**src/rtl/sub_pkg.sv**
```systemverilog
// Shared types and helpers for the multicycle subtractor.
// Holds the FSM state type and the digit-count function.
package sub_pkg;

    typedef enum logic [1:0] {
        S_IDLE,
        S_BUSY,
        S_DONE
    } sub_state_t;

    function automatic int sub_ndig(input int w, input int d);
        return w / d;
    endfunction

endpackage

```
**src/rtl/sub_digit.sv**
```systemverilog
// Combinational D-bit ripple-borrow subtract slice: {bo,d} = x - y - bi.
// Ports: x, y (D-bit operands), bi (borrow in), d (D-bit difference), bo (borrow out).
module sub_digit #(
    parameter int D = 1
) (
    input  logic [D-1:0] x,
    input  logic [D-1:0] y,
    input  logic         bi,
    output logic [D-1:0] d,
    output logic         bo
);

    logic [D:0] s;

    // One extra bit catches the borrow as the sign of the slice result.
    assign s  = {1'b0, x} - {1'b0, y} - {{D{1'b0}}, bi};
    assign d  = s[D-1:0];
    assign bo = s[D];

endmodule

```
**src/rtl/multicycle_subtractor.sv**
```systemverilog
// W-bit unsigned a - b - bin, D bits per clock, LSB digit first.
// Ports: clk, rst (async high); in_valid/in_ready with a, b, bin;
//   out_valid/out_ready with diff, bout; busy while BUSY or DONE.
// Build option SUB_SATURATE_EN: diff floors to 0 when bout is set.
module multicycle_subtractor
    import sub_pkg::*;
#(
    parameter int W = 8,
    parameter int D = 1
) (
    input  logic         clk,
    input  logic         rst,
    input  logic         in_valid,
    output logic         in_ready,
    input  logic [W-1:0] a,
    input  logic [W-1:0] b,
    input  logic         bin,
    output logic         out_valid,
    input  logic         out_ready,
    output logic [W-1:0] diff,
    output logic         bout,
    output logic         busy
);

    localparam int NDIG = sub_ndig(W, D);
    localparam int CW   = (NDIG > 1) ? $clog2(NDIG) : 1;

    generate
        if (W < 1 || D < 1 || D > W || (W % D) != 0) begin : g_bad_cfg
            $error("multicycle_subtractor: need 1 <= D <= W and W %% D == 0");
        end
    endgenerate

    sub_state_t      state_q, state_d;
    logic [W-1:0]    a_sh_q, a_sh_d;
    logic [W-1:0]    b_sh_q, b_sh_d;
    logic [W-1:0]    diff_sh_q, diff_sh_d;
    logic            brw_q, brw_d;
    logic [CW-1:0]   cnt_q, cnt_d;

    logic [D-1:0]    dig_d;
    logic            dig_bo;
    logic [W+D-1:0]  diff_cat;

    sub_digit #(.D(D)) u_digit (
        .x  (a_sh_q[D-1:0]),
        .y  (b_sh_q[D-1:0]),
        .bi (brw_q),
        .d  (dig_d),
        .bo (dig_bo)
    );

    // New digit enters at the MSB end; works for D == W too.
    assign diff_cat = {dig_d, diff_sh_q};

    always_comb begin
        state_d   = state_q;
        a_sh_d    = a_sh_q;
        b_sh_d    = b_sh_q;
        diff_sh_d = diff_sh_q;
        brw_d     = brw_q;
        cnt_d     = cnt_q;
        unique case (state_q)
            S_IDLE: begin
                if (in_valid) begin
                    a_sh_d    = a;
                    b_sh_d    = b;
                    brw_d     = bin;
                    diff_sh_d = '0;
                    cnt_d     = '0;
                    state_d   = S_BUSY;
                end
            end
            S_BUSY: begin
                a_sh_d    = W'({{D{1'b0}}, a_sh_q} >> D);
                b_sh_d    = W'({{D{1'b0}}, b_sh_q} >> D);
                diff_sh_d = diff_cat[W+D-1:D];
                brw_d     = dig_bo;
                cnt_d     = cnt_q + 1'b1;
                if (cnt_q == CW'(NDIG - 1)) begin
                    state_d = S_DONE;
                end
            end
            S_DONE: begin
                if (out_ready) begin
                    state_d = S_IDLE;
                end
            end
            default: state_d = S_IDLE;
        endcase
    end

    always_ff @(posedge clk or posedge rst) begin
        if (rst) begin
            state_q   <= S_IDLE;
            a_sh_q    <= '0;
            b_sh_q    <= '0;
            diff_sh_q <= '0;
            brw_q     <= 1'b0;
            cnt_q     <= '0;
        end else begin
            state_q   <= state_d;
            a_sh_q    <= a_sh_d;
            b_sh_q    <= b_sh_d;
            diff_sh_q <= diff_sh_d;
            brw_q     <= brw_d;
            cnt_q     <= cnt_d;
        end
    end

    // Results are exposed only in DONE so partial sums never leak out.
    always_comb begin
        in_ready  = (state_q == S_IDLE);
        out_valid = (state_q == S_DONE);
        busy      = (state_q != S_IDLE);
        bout      = out_valid & brw_q;
        diff      = out_valid ? diff_sh_q : '0;
`ifdef SUB_SATURATE_EN
        if (bout) begin
            diff = '0;
        end
`endif
    end

endmodule

```
**config.mk**
```make
export PLATFORM = sky130hd
export DESIGN_NAME = multicycle_subtractor
export DESIGN_NICKNAME = d
export VERILOG_FILES = /design/src/rtl/sub_pkg.sv /design/src/rtl/sub_digit.sv /design/src/rtl/multicycle_subtractor.sv
export SDC_FILE = /design/constraint.sdc
export NUM_CORES = 1
export LEC_CHECK = 0
export BUFFER_PORTS_ARGS = -buffer_cell sky130_fd_sc_hd__buf_2
export CAP_MARGIN = 20
export CORE_MARGIN = 2
export CORE_UTILIZATION = 48
export CTS_BUF_LIST = sky130_fd_sc_hd__clkbuf_8 sky130_fd_sc_hd__clkbuf_16
export CTS_CLUSTER_DIAMETER = 200
export CTS_CLUSTER_SIZE = 28
export DETAILED_ROUTE_END_ITERATION = 10
export PLACE_DENSITY = 0.74
export SKIP_CTS_REPAIR_TIMING = 1
export SYNTH_ARGS = -nofsm -noshare
export SYNTH_HDL_FRONTEND = slang
export SYNTH_HIERARCHICAL = 1
export SYNTH_SLANG_ARGS = --single-unit
export TNS_END_PERCENT = 5
```
**constraint.sdc**
```tcl
create_clock -name clk -period 1.1 [get_ports clk]
set_input_delay 0.055 -clock clk [delete_from_list [all_inputs] [get_ports clk]]
set_output_delay 0.055 -clock clk [all_outputs]
set_load 0.01 [all_outputs]
```
Word level (Yosys, flattened, before mapping)
Cells that the tools add are included.
W data, S select, Z words.
- flip-flop bits (word level): 30
- latch bits: 0
- RAM bits: 0
- ROM bits: 0
- memories: 0
- add/sub/neg operators: 3
- $mul: 0
- divide/modulo/power cells: 0
- order comparisons: 0
- equality and inequality tests: 6
- shift operators: 0
- mux-type cells: 15
- bitwise operators: 1
- reduce and logical (&&, ||, !) cells: 5
- operators by type and width (kind ; number):
    $pmux W8 S2 ; 3
    $mux W8 ; 4
    $mux W2 ; 3
    $pmux W2 S3 ; 1
    $pmux W3 S2 ; 1
    $ne A2 B2 Y1 const B ; 2
    $reduce_bool A2 Y1 ; 2
    $add A3 B1 Y3 const B ; 1
    $eq A3 B3 Y1 const B ; 1
    $mux W3 ; 1
    $reduce_and A3 Y1 ; 1
    $eq A2 B1 Y1 const B ; 1
    $eq A2 B2 Y1 const B ; 1
    $logic_not A2 Y1 ; 1
    $ne A2 B1 Y1 const B ; 1
    $pmux W1 S2 ; 1
    $reduce_and A2 Y1 ; 1
    $sub A1 B1 Y2 ; 1
    $sub A2 B1 Y2 ; 1
    $and A1 B1 Y1 ; 1
    $mux W1 ; 1

Depth between registers and ports, before layout
Gate-level depths: netlist of the first run.
- word-level depth: 3
- gate-level depth with buffers: 4
- depth with buffers taken out: 4

Hierarchy
Netlist of the first run, hierarchy kept.
- by module, submodules not included (module ; times used ; cells an instance ; area each (sq um)):
    multicycle_subtractor ; 1 ; 133 ; 1512.7
    sub_digit ; 1 ; 3 ; 27.5

Least setup slack after synthesis of the first run
Ideal clock, no wire load.
- path type: register -> register
- start: register b_sh_q[0]
- end: register diff_sh_q[7]
- data arrival time: 1.119 ns
- setup slack: -0.140 ns
- cell stages (with the launch flop): 4
- path buffers: 0
- period minus slack after synthesis: 1.240 ns
- cell sequence: dfrtp_1 -> fa_1 -> inv_1 -> a22o_1
- longest elaborated chain between the ends: 3
- RTL lines (element ; RTL line ; RTL):
    from (decl) ; multicycle_subtractor.sv:36 ; logic [W-1:0] b_sh_q, b_sh_d;
    from (signal assigned) ; multicycle_subtractor.sv:104 ; b_sh_q <= b_sh_d;
    $sub A1 B1 Y2 ; sub_digit.sv:16 ; assign s = {1'b0, x} - {1'b0, y} - {{D{1'b0}}, bi};
    $sub A2 B1 Y2 ; sub_digit.sv:16 ;
    via dig_d ; multicycle_subtractor.sv:41 ; logic [D-1:0] dig_d;
    $pmux W8 S2 ; multicycle_subtractor.sv:63 ; unique case (state_q)
    to (signal assigned) ; multicycle_subtractor.sv:105 ; diff_sh_q <= diff_sh_d;
    to (decl) ; multicycle_subtractor.sv:37 ; logic [W-1:0] diff_sh_q, diff_sh_d;
The timed path passes the listed nets, and every way through them passes these cells.
A chain may end at the register's enable or synchronous reset.

Worst setup path in the final report of the first run
- start: register state_q[0]
- end: output port busy
- longest elaborated chain between the ends: 1
- RTL lines (element ; RTL line ; RTL):
    from (decl) ; multicycle_subtractor.sv:34 ; sub_state_t state_q, state_d;
    from (signal assigned) ; multicycle_subtractor.sv:102 ; state_q <= state_d;
    $reduce_bool A2 Y1 ; multicycle_subtractor.sv:115 ; busy = (state_q != S_IDLE);
    to (decl) ; multicycle_subtractor.sv:22 ; output logic busy
Every way passes these cells.

==> run_results.csv, run 1 <==
group,metric,value,unit
outcome,status,"finished with violations",
outcome,violations,"negative hold slack, negative setup slack",
sta,hold_viol_final,1,
die,num_io_pins,33,
clocking,path_clk_slew,0.06,ns
sta,setup_viol,41,
sta,fin_skew,0.00123,ns
setup_path,cp_max_fo,17,
setup_path,worstReg2RegEnd,"b_sh_q[3]",
final_layout,drive_gt1_frac,0.458,
clocking,clockRootBuffer,"clkbuf_8",
routing,routed_wl,3190,µm
clocking,cts.sinks,30,
setup_path,end_kind,"output port",
yosys,synthCells,136,
die,start_util,0.505,
yosys,synthArstFlopShare,1.00,
die,rows,20,
yosys,netlist_area,0.00154,mm²
final_layout,area_delta_synth_final,34.7,%
setup_path,r2r_start,"state_q[0]",
run,maxCapViolCount,0,
sta,fmax,746,MHz
setup_path,worstPathCellList,"buf_6 > nor2_4 > inv_1 > buf_2",
sta,period_share,1.22,
global_routing,antenna_found_initial,0,
worst_hold_path,hold_class,"primary input to flip-flop",
die,dieHeight,60.6,µm
setup_path,crit_path_end,"busy",
die,die_w,60.6,µm
sta,setup_slack,-0.241,ns
setup_path,path_class,"flip-flop to output port",
routing,wire_per_inst,13.6,µm
final_layout,multi_input_comb_area,738,µm²
placed_design,placed_cells,219,
global_routing,grt_pass1_wl,5180,µm
final_layout,ff_latch_area,753,µm²
final_layout,fillers,252,
power,power.density,2440,mW/mm²
yosys,yosys_warnings,6,
routing,firstDrtPassIters,4,
power,ir_drop,1.39,mV
routing,antenna_left,0,
yosys,synth-edff-count,0,
sta,finalCriticalPeriod,1.34,ns
sta,worst_pin_slew,0.376,ns
routing,drt-vias-per-instance,5.24,
yosys,yosys.cell_types.count,27,
clocking,cts_buffers,5,
sta,slew_viol_final,0,
placed_design,gp_congestion,0.765,
setup_path,crit_path_start_kind,"flip-flop",
placed_design,dpl_cell_area,0.00183,mm²
worst_hold_path,hold_depth,3,
global_routing,grt_max_degree,31,
clocking,cts.htree.levels,2,
sta,rsz0062_at_grt,"true",
power,power,5.06,mW
setup_path,worst_path_max_delay_cell,"dfrtp_2",
routing,first_iter_violations,42,
placed_design,io_buffers,32,
global_routing,grt_pass1_vias,1121,
routing,vias,1226,
final_layout,instances_no_fill,234,
setup_path,r2r_slack,-0.20,ns
yosys,yosys_most_used_dff,"dfrtp_1",
die,core,0.00305,mm²
clocking,cts_tree,"built",
routing,drc,0,
setup_path,cp-startpoint,"state_q[0]",
worst_hold_path,min_from,"b[7]",
yosys,yosysSeqAreaShare,0.487,
clocking,cts_buffer_depth,2,
sta,worst_hold_slack,-0.000657,ns
global_routing,grt_overflow,0,
yosys,synth-seq-cells,30,
setup_path,cp.arrival,1.29,ns
die,die_area,0.00368,mm²
setup_path,cpPeakStageDelay,0.47,ns
yosys,post_synth.cell_area_avg,11.3,µm²
setup_path,required,1.04,ns
setup_path,rr_worst_depth,5,
final_layout,postLayoutCellArea,0.00207,mm²
clocking,clock_latency,0.28,ns
final_layout,antennaDiodeCount,0,
final_layout,nets,213,
yosys,synth_nets,160,
sta,relSlewSlack,0.749,
power,leakage,0.983,nW
placed_design,hpwl,2190,µm
global_routing,grt_use_total,0.198,
[metrics by stage]
stage / TNS (ns) / setup WS [ns] / util
2_1_floorplan: -0.372 / -0.129 / -
3_3_place_gp: -2.09 / -0.143 / 0.600
3_5_place_dp: -2.91 / -0.164 / 0.600
4_1_cts: -6.83 / -0.337 / 0.630
5_1_grt: -7.97 / -0.305 / 0.680
6_report: -5.43 / -0.241 / 0.680
[worst min-delay path by stage]
stage,endpoint,slack (ns)
floorplan,a_sh_q[0],0.15
global placement,diff_sh_q[6],0.14
detailed placement,diff_sh_q[0],0.15
CTS,cnt_q[0],-0.16
global route,b_sh_q[7],0.003
finish,b_sh_q[7],-0.0007
[Yosys cell counts, types with 4 or more instances]
library cell | count | share of area
dfrtp_1 | 30 | 0.49
a22o_1 | 10 | 0.057
inv_1 | 10 | 0.024
and2_1 | 9 | 0.037
nand2_1 | 7 | 0.017
o21ai_1 | 7 | 0.023
a21oi_1 | 6 | 0.019
nand2b_1 | 6 | 0.024
nor2b_1 | 6 | 0.024
nor3b_2 | 5 | 0.041
o22a_1 | 5 | 0.028
nor3b_1 | 4 | 0.019
[logic make-up (layout without fill, tap and decap cells)]
family	count (synthesis)	after routing	share of synthesized area
flops	30	30	0.487
buf+inv	18	72	0.0634
simple gates	44	44	0.202
compound gates	41	41	0.218
fa+ha+maj	3	3	0.0292
[worst max-delay path: cells and delay by family (launching register included)]
family                 cells  cell delay [ns]
buffers and inverters      3             0.37
AND/OR/NAND/NOR            1             0.16
flip-flops                 1             0.47
[area by class of cell]
type,count,area share
clock buffers,6,0.0398
clock inverters,2,0.00422
inverters,10,0.0181
multi-input cells,88,0.356
flip-flops and latches,30,0.363
well taps,44,0.0265
repair buffers,54,0.192
[where the power goes]
part / internal [mW] / switching, mW / total [mW]
clock network: 0.494 / 0.403 / 0.897
registers: 1.60 / 0.345 / 1.94
logic: 1.22 / 0.999 / 2.22
[registers in the layout, indices dropped and copies added (netlist names)]
signal and flops:
b_sh_q 8, a_sh_q 8, diff_sh_q 8, state_q 2, brw_q 1, cnt_q 3
[per-layer routing]
metal | GRT usage | share of wire | up-vias | routed length, µm
met3 | 0.0746 | 0.048 | 6 | 153
met5 | 0 | 0 | - | 0
li1 | - | - | 592 | -
met4 | 0.0652 | 0.013 | 0 | 42
met2 | 0.306 | 0.49 | 26 | 1550
met1 | 0.258 | 0.45 | 602 | 1440
[cell usage in the layout (no fill, tap or decap), types with 2 or more instances in the layout]
cell           Yosys  final
and2_4             0      6
buf_4              3     14
o21ai_1            7      7
a21oi_1            6      6
o22a_1             5      5
nor3b_2            5      5
a221o_1            3      3
nor2_4             2      3
inv_1             10     10
nor3b_1            4      4
a221oi_2           3      3
and2_1             9      3
nand2_1            7      6
buf_6              2     11
dlygate4sd3_1      0      2
nor2b_4            0      2
o221a_1            3      3
buf_2              3     26
nand3b_1           3      3
clkbuf_8           0      6
a22o_1            10     10
dfrtp_2            0      2
dfrtp_1           30     28
nand2b_1           6      6
nor2b_1            6      4
Note: power is estimated with default switching activity, not from simulation.
==> run 2: changes to the inputs <==
Settings changed: PLACE_DENSITY 0.74 to 0.75, SYNTH_HIERARCHICAL 1 to default.
==> run 2 against run 1 <==
- final area shrank 4.9%
- highest routed layer unchanged
- the run ends with negative setup slack left
- wire length is essentially flat
- critical endpoint is now b_sh_q[4]
- sequential power shrank 4%
==> run_results.csv, run 2 <==
group,metric,value,unit
power,pwr-share-clk,0.169,
routing,drc,0,
die,rows,20,
die,start_util,0.494,
global_routing,antenna_found_initial,0,
die,dieHeight,59.6,µm
placed_design,hpwl,2130,µm
global_routing,grt_overflow,0,
power,ir_drop,1.52,mV
sta,rsz0062_at_grt,"true",
final_layout,reg_top3,"a_sh_q: 8 flops, b_sh_q: 8 flops, diff_sh_q: 8 flops",
yosys,synth-edff-count,0,
sta,fin_skew,0.00659,ns
placed_design,io_buffers,32,
setup_path,r2r_start,"state_q[0]",
sta,hold_viol_final,0,
yosys,synth.top_cells.by_area,"dfrtp_1 (51%), a22o_1 (5.9%), a221o_1 (4.7%)",
worst_hold_path,min_from,"a[7]",
final_layout,layout_commonest_cell,"buf_2",
power,power,4.95,mW
yosys,post_synth.cell_area_avg,10.7,µm²
setup_path,crit_path_start_kind,"flip-flop",
sta,slew_viol_final,0,
yosys,yosysTopAreaCell,"dfrtp_1",
routing,antenna_left,0,
clocking,clock_latency,0.27,ns
final_layout,mostFrequentLayoutCells,"buf_2 (31), dfrtp_1 (29), buf_4 (16)",
yosys,yosys-top-cells-count,"dfrtp_1 (30), a22o_1 (10), nand2_1 (9), nand2b_1 (9), o21ai_0 (9)",
sta,tns,-8.26,ns
sta,period_share,1.29,
yosys,synth-seq-cells,30,
clocking,path_clk_slew,0.06,ns
yosys,yosys_most_used_dff,"dfrtp_1",
setup_path,end_kind,"flip-flop",
sta,fmax,705,MHz
yosys,yosysSeqAreaShare,0.506,
power,intPower,3.29,mW
routing,routed_wl,3190,µm
setup_path,cp_max_fo,5,
setup_path,required,1.25,ns
placed_design,gp_congestion,0.788,
power,switching_power,1.66,mW
routing,wire_per_inst,14.3,µm
power,power.density,2510,mW/mm²
final_layout,postLayoutCellArea,0.00197,mm²
die,die_area,0.00355,mm²
placed_design,placed_cells,213,
outcome,violations,"negative setup slack",
routing,first_iter_violations,41,
final_layout,antennaDiodeCount,0,
clocking,cts.sinks,30,
routing,drt-vias-per-instance,5.52,
yosys,synth_top_area_frac,0.506,
final_layout,instances_no_fill,223,
yosys,yosys.cell_types.count,27,
sta,setup_slack,-0.319,ns
placed_design,dpl_cell_area,0.00177,mm²
run,maxCapViolCount,0,
setup_path,cp-startpoint,"state_q[0]",
yosys,yosysMostFrequentCell,"dfrtp_1",
placed_design,place_ws,-0.259,ns
sta,finalCriticalPeriod,1.42,ns
yosys,synthArstFlopShare,1.00,
yosys,yosys_warnings,0,
power,pwr-share-comb,0.453,
yosys,netlist_area,0.00148,mm²
clocking,clockRootBuffer,"clkbuf_8",
final_layout,nets,215,
clocking,cts.htree.levels,2,
setup_path,cp.arrival,1.57,ns
power,leakage,0.971,nW
yosys,synthCells,138,
sta,setup_viol,40,
final_layout,drive_gt1_frac,0.400,
clocking,cts_buffers,5,
sta,relSlewSlack,0.751,
die,num_io_pins,33,
global_routing,grt_max_degree,31,
final_layout,area_delta_synth_final,33.0,%
die,core,0.00300,mm²
global_routing,grt_use_total,0.183,
routing,firstDrtPassIters,4,
setup_path,path_class,"flip-flop to flip-flop",
worst_hold_path,hold_class,"primary input to flip-flop",
outcome,status,"finished with violations",
global_routing,grt_pass1_vias,1113,
clocking,cts_buffer_depth,2,
global_routing,grt_pass1_wl,4840,µm
sta,worst_pin_slew,0.373,ns
yosys,synth_nets,162,
clocking,cts_tree,"built",
power,p_sw_frac,0.335,
power,p_seq_frac,0.378,
die,die_w,59.6,µm
routing,vias,1232,
run 2: cell types whose count changed in the layout (fill, tap and decap cells not counted), moves of 3 or more:
cell,before,now
o221a_1,3,0
inv_1,10,7
a221o_1,3,7
a21oi_1,6,3
o21ai_1,7,1
nor3b_2,5,2
nand2_1,6,9
o21ai_0,1,8
buf_2,26,31
buf_6,11,7
and2_1,3,8
nand3b_1,3,0
and2_4,6,0
run 2: cells by family after synthesis:
family	Yosys count	synth area share
compound gates	39	0.205
buf+inv	19	0.0658
mux	1	0.00759
flops	30	0.506
simple gates	46	0.185
fa+ha+maj	3	0.0304
run 2: layout make-up:
cell class,count,area [µm²]
Clock buffer,6,82.6
Sequential cell,30,752
Multi-Input combinational cell,90,692
Tap cell,33,41.3
Inverter,8,30.0
Fill cell,237,1030
Timing Repair Buffer,56,374
run 2: power groups by stage:
stage	clock network, mW	logic [mW]	registers (mW)
final	0.836	2.24	1.87
after global routing	0.922	2.48	1.92
after CTS	0.856	1.96	1.87
after detailed placement	0	1.95	1.88
after global placement	0	1.89	1.86
after floorplan	0	1.38	1.78
run 2: path summary, 6_finish.rpt:
check,endpoint,slack (ns),depth (start not counted)
worst max-delay path,b_sh_q[4],-0.32,5
worst min-delay path,a_sh_q[7],0.03,3
worst max register to register,b_sh_q[4],-0.32,5
worst min register to register,diff_sh_q[0],0.50,1
max in group asynchronous,state_q[0],0.41,4
min in group asynchronous,a_sh_q[2],0.40,4
run 2: critical path: stages (launching register included):
cell	delay, ns
dfrtp_2	0.39
buf_4	0.14
nor2_4	0.04
or2_1	0.25
buf_4	0.18
a221oi_1	0.32
run 2: routing by layer:
layer | global-route usage | wire length, µm
met5 | 0 | 0
met1 | 0.244 | 1440
met3 | 0.0459 | 125
met4 | 0.0571 | 16
met2 | 0.295 | 1600
run 2: stage by stage:
| step | hold slack (ns) | utilization |
|---|---|---|
| 2_1_floorplan | 0.146 | - |
| 6_report | 0.0257 | 0.657 |
| 3_5_place_dp | 0.145 | 0.591 |
| 5_1_grt | 0.0500 | 0.657 |
| 4_1_cts | -0.137 | 0.618 |
| 3_3_place_gp | 0.142 | 0.591 |
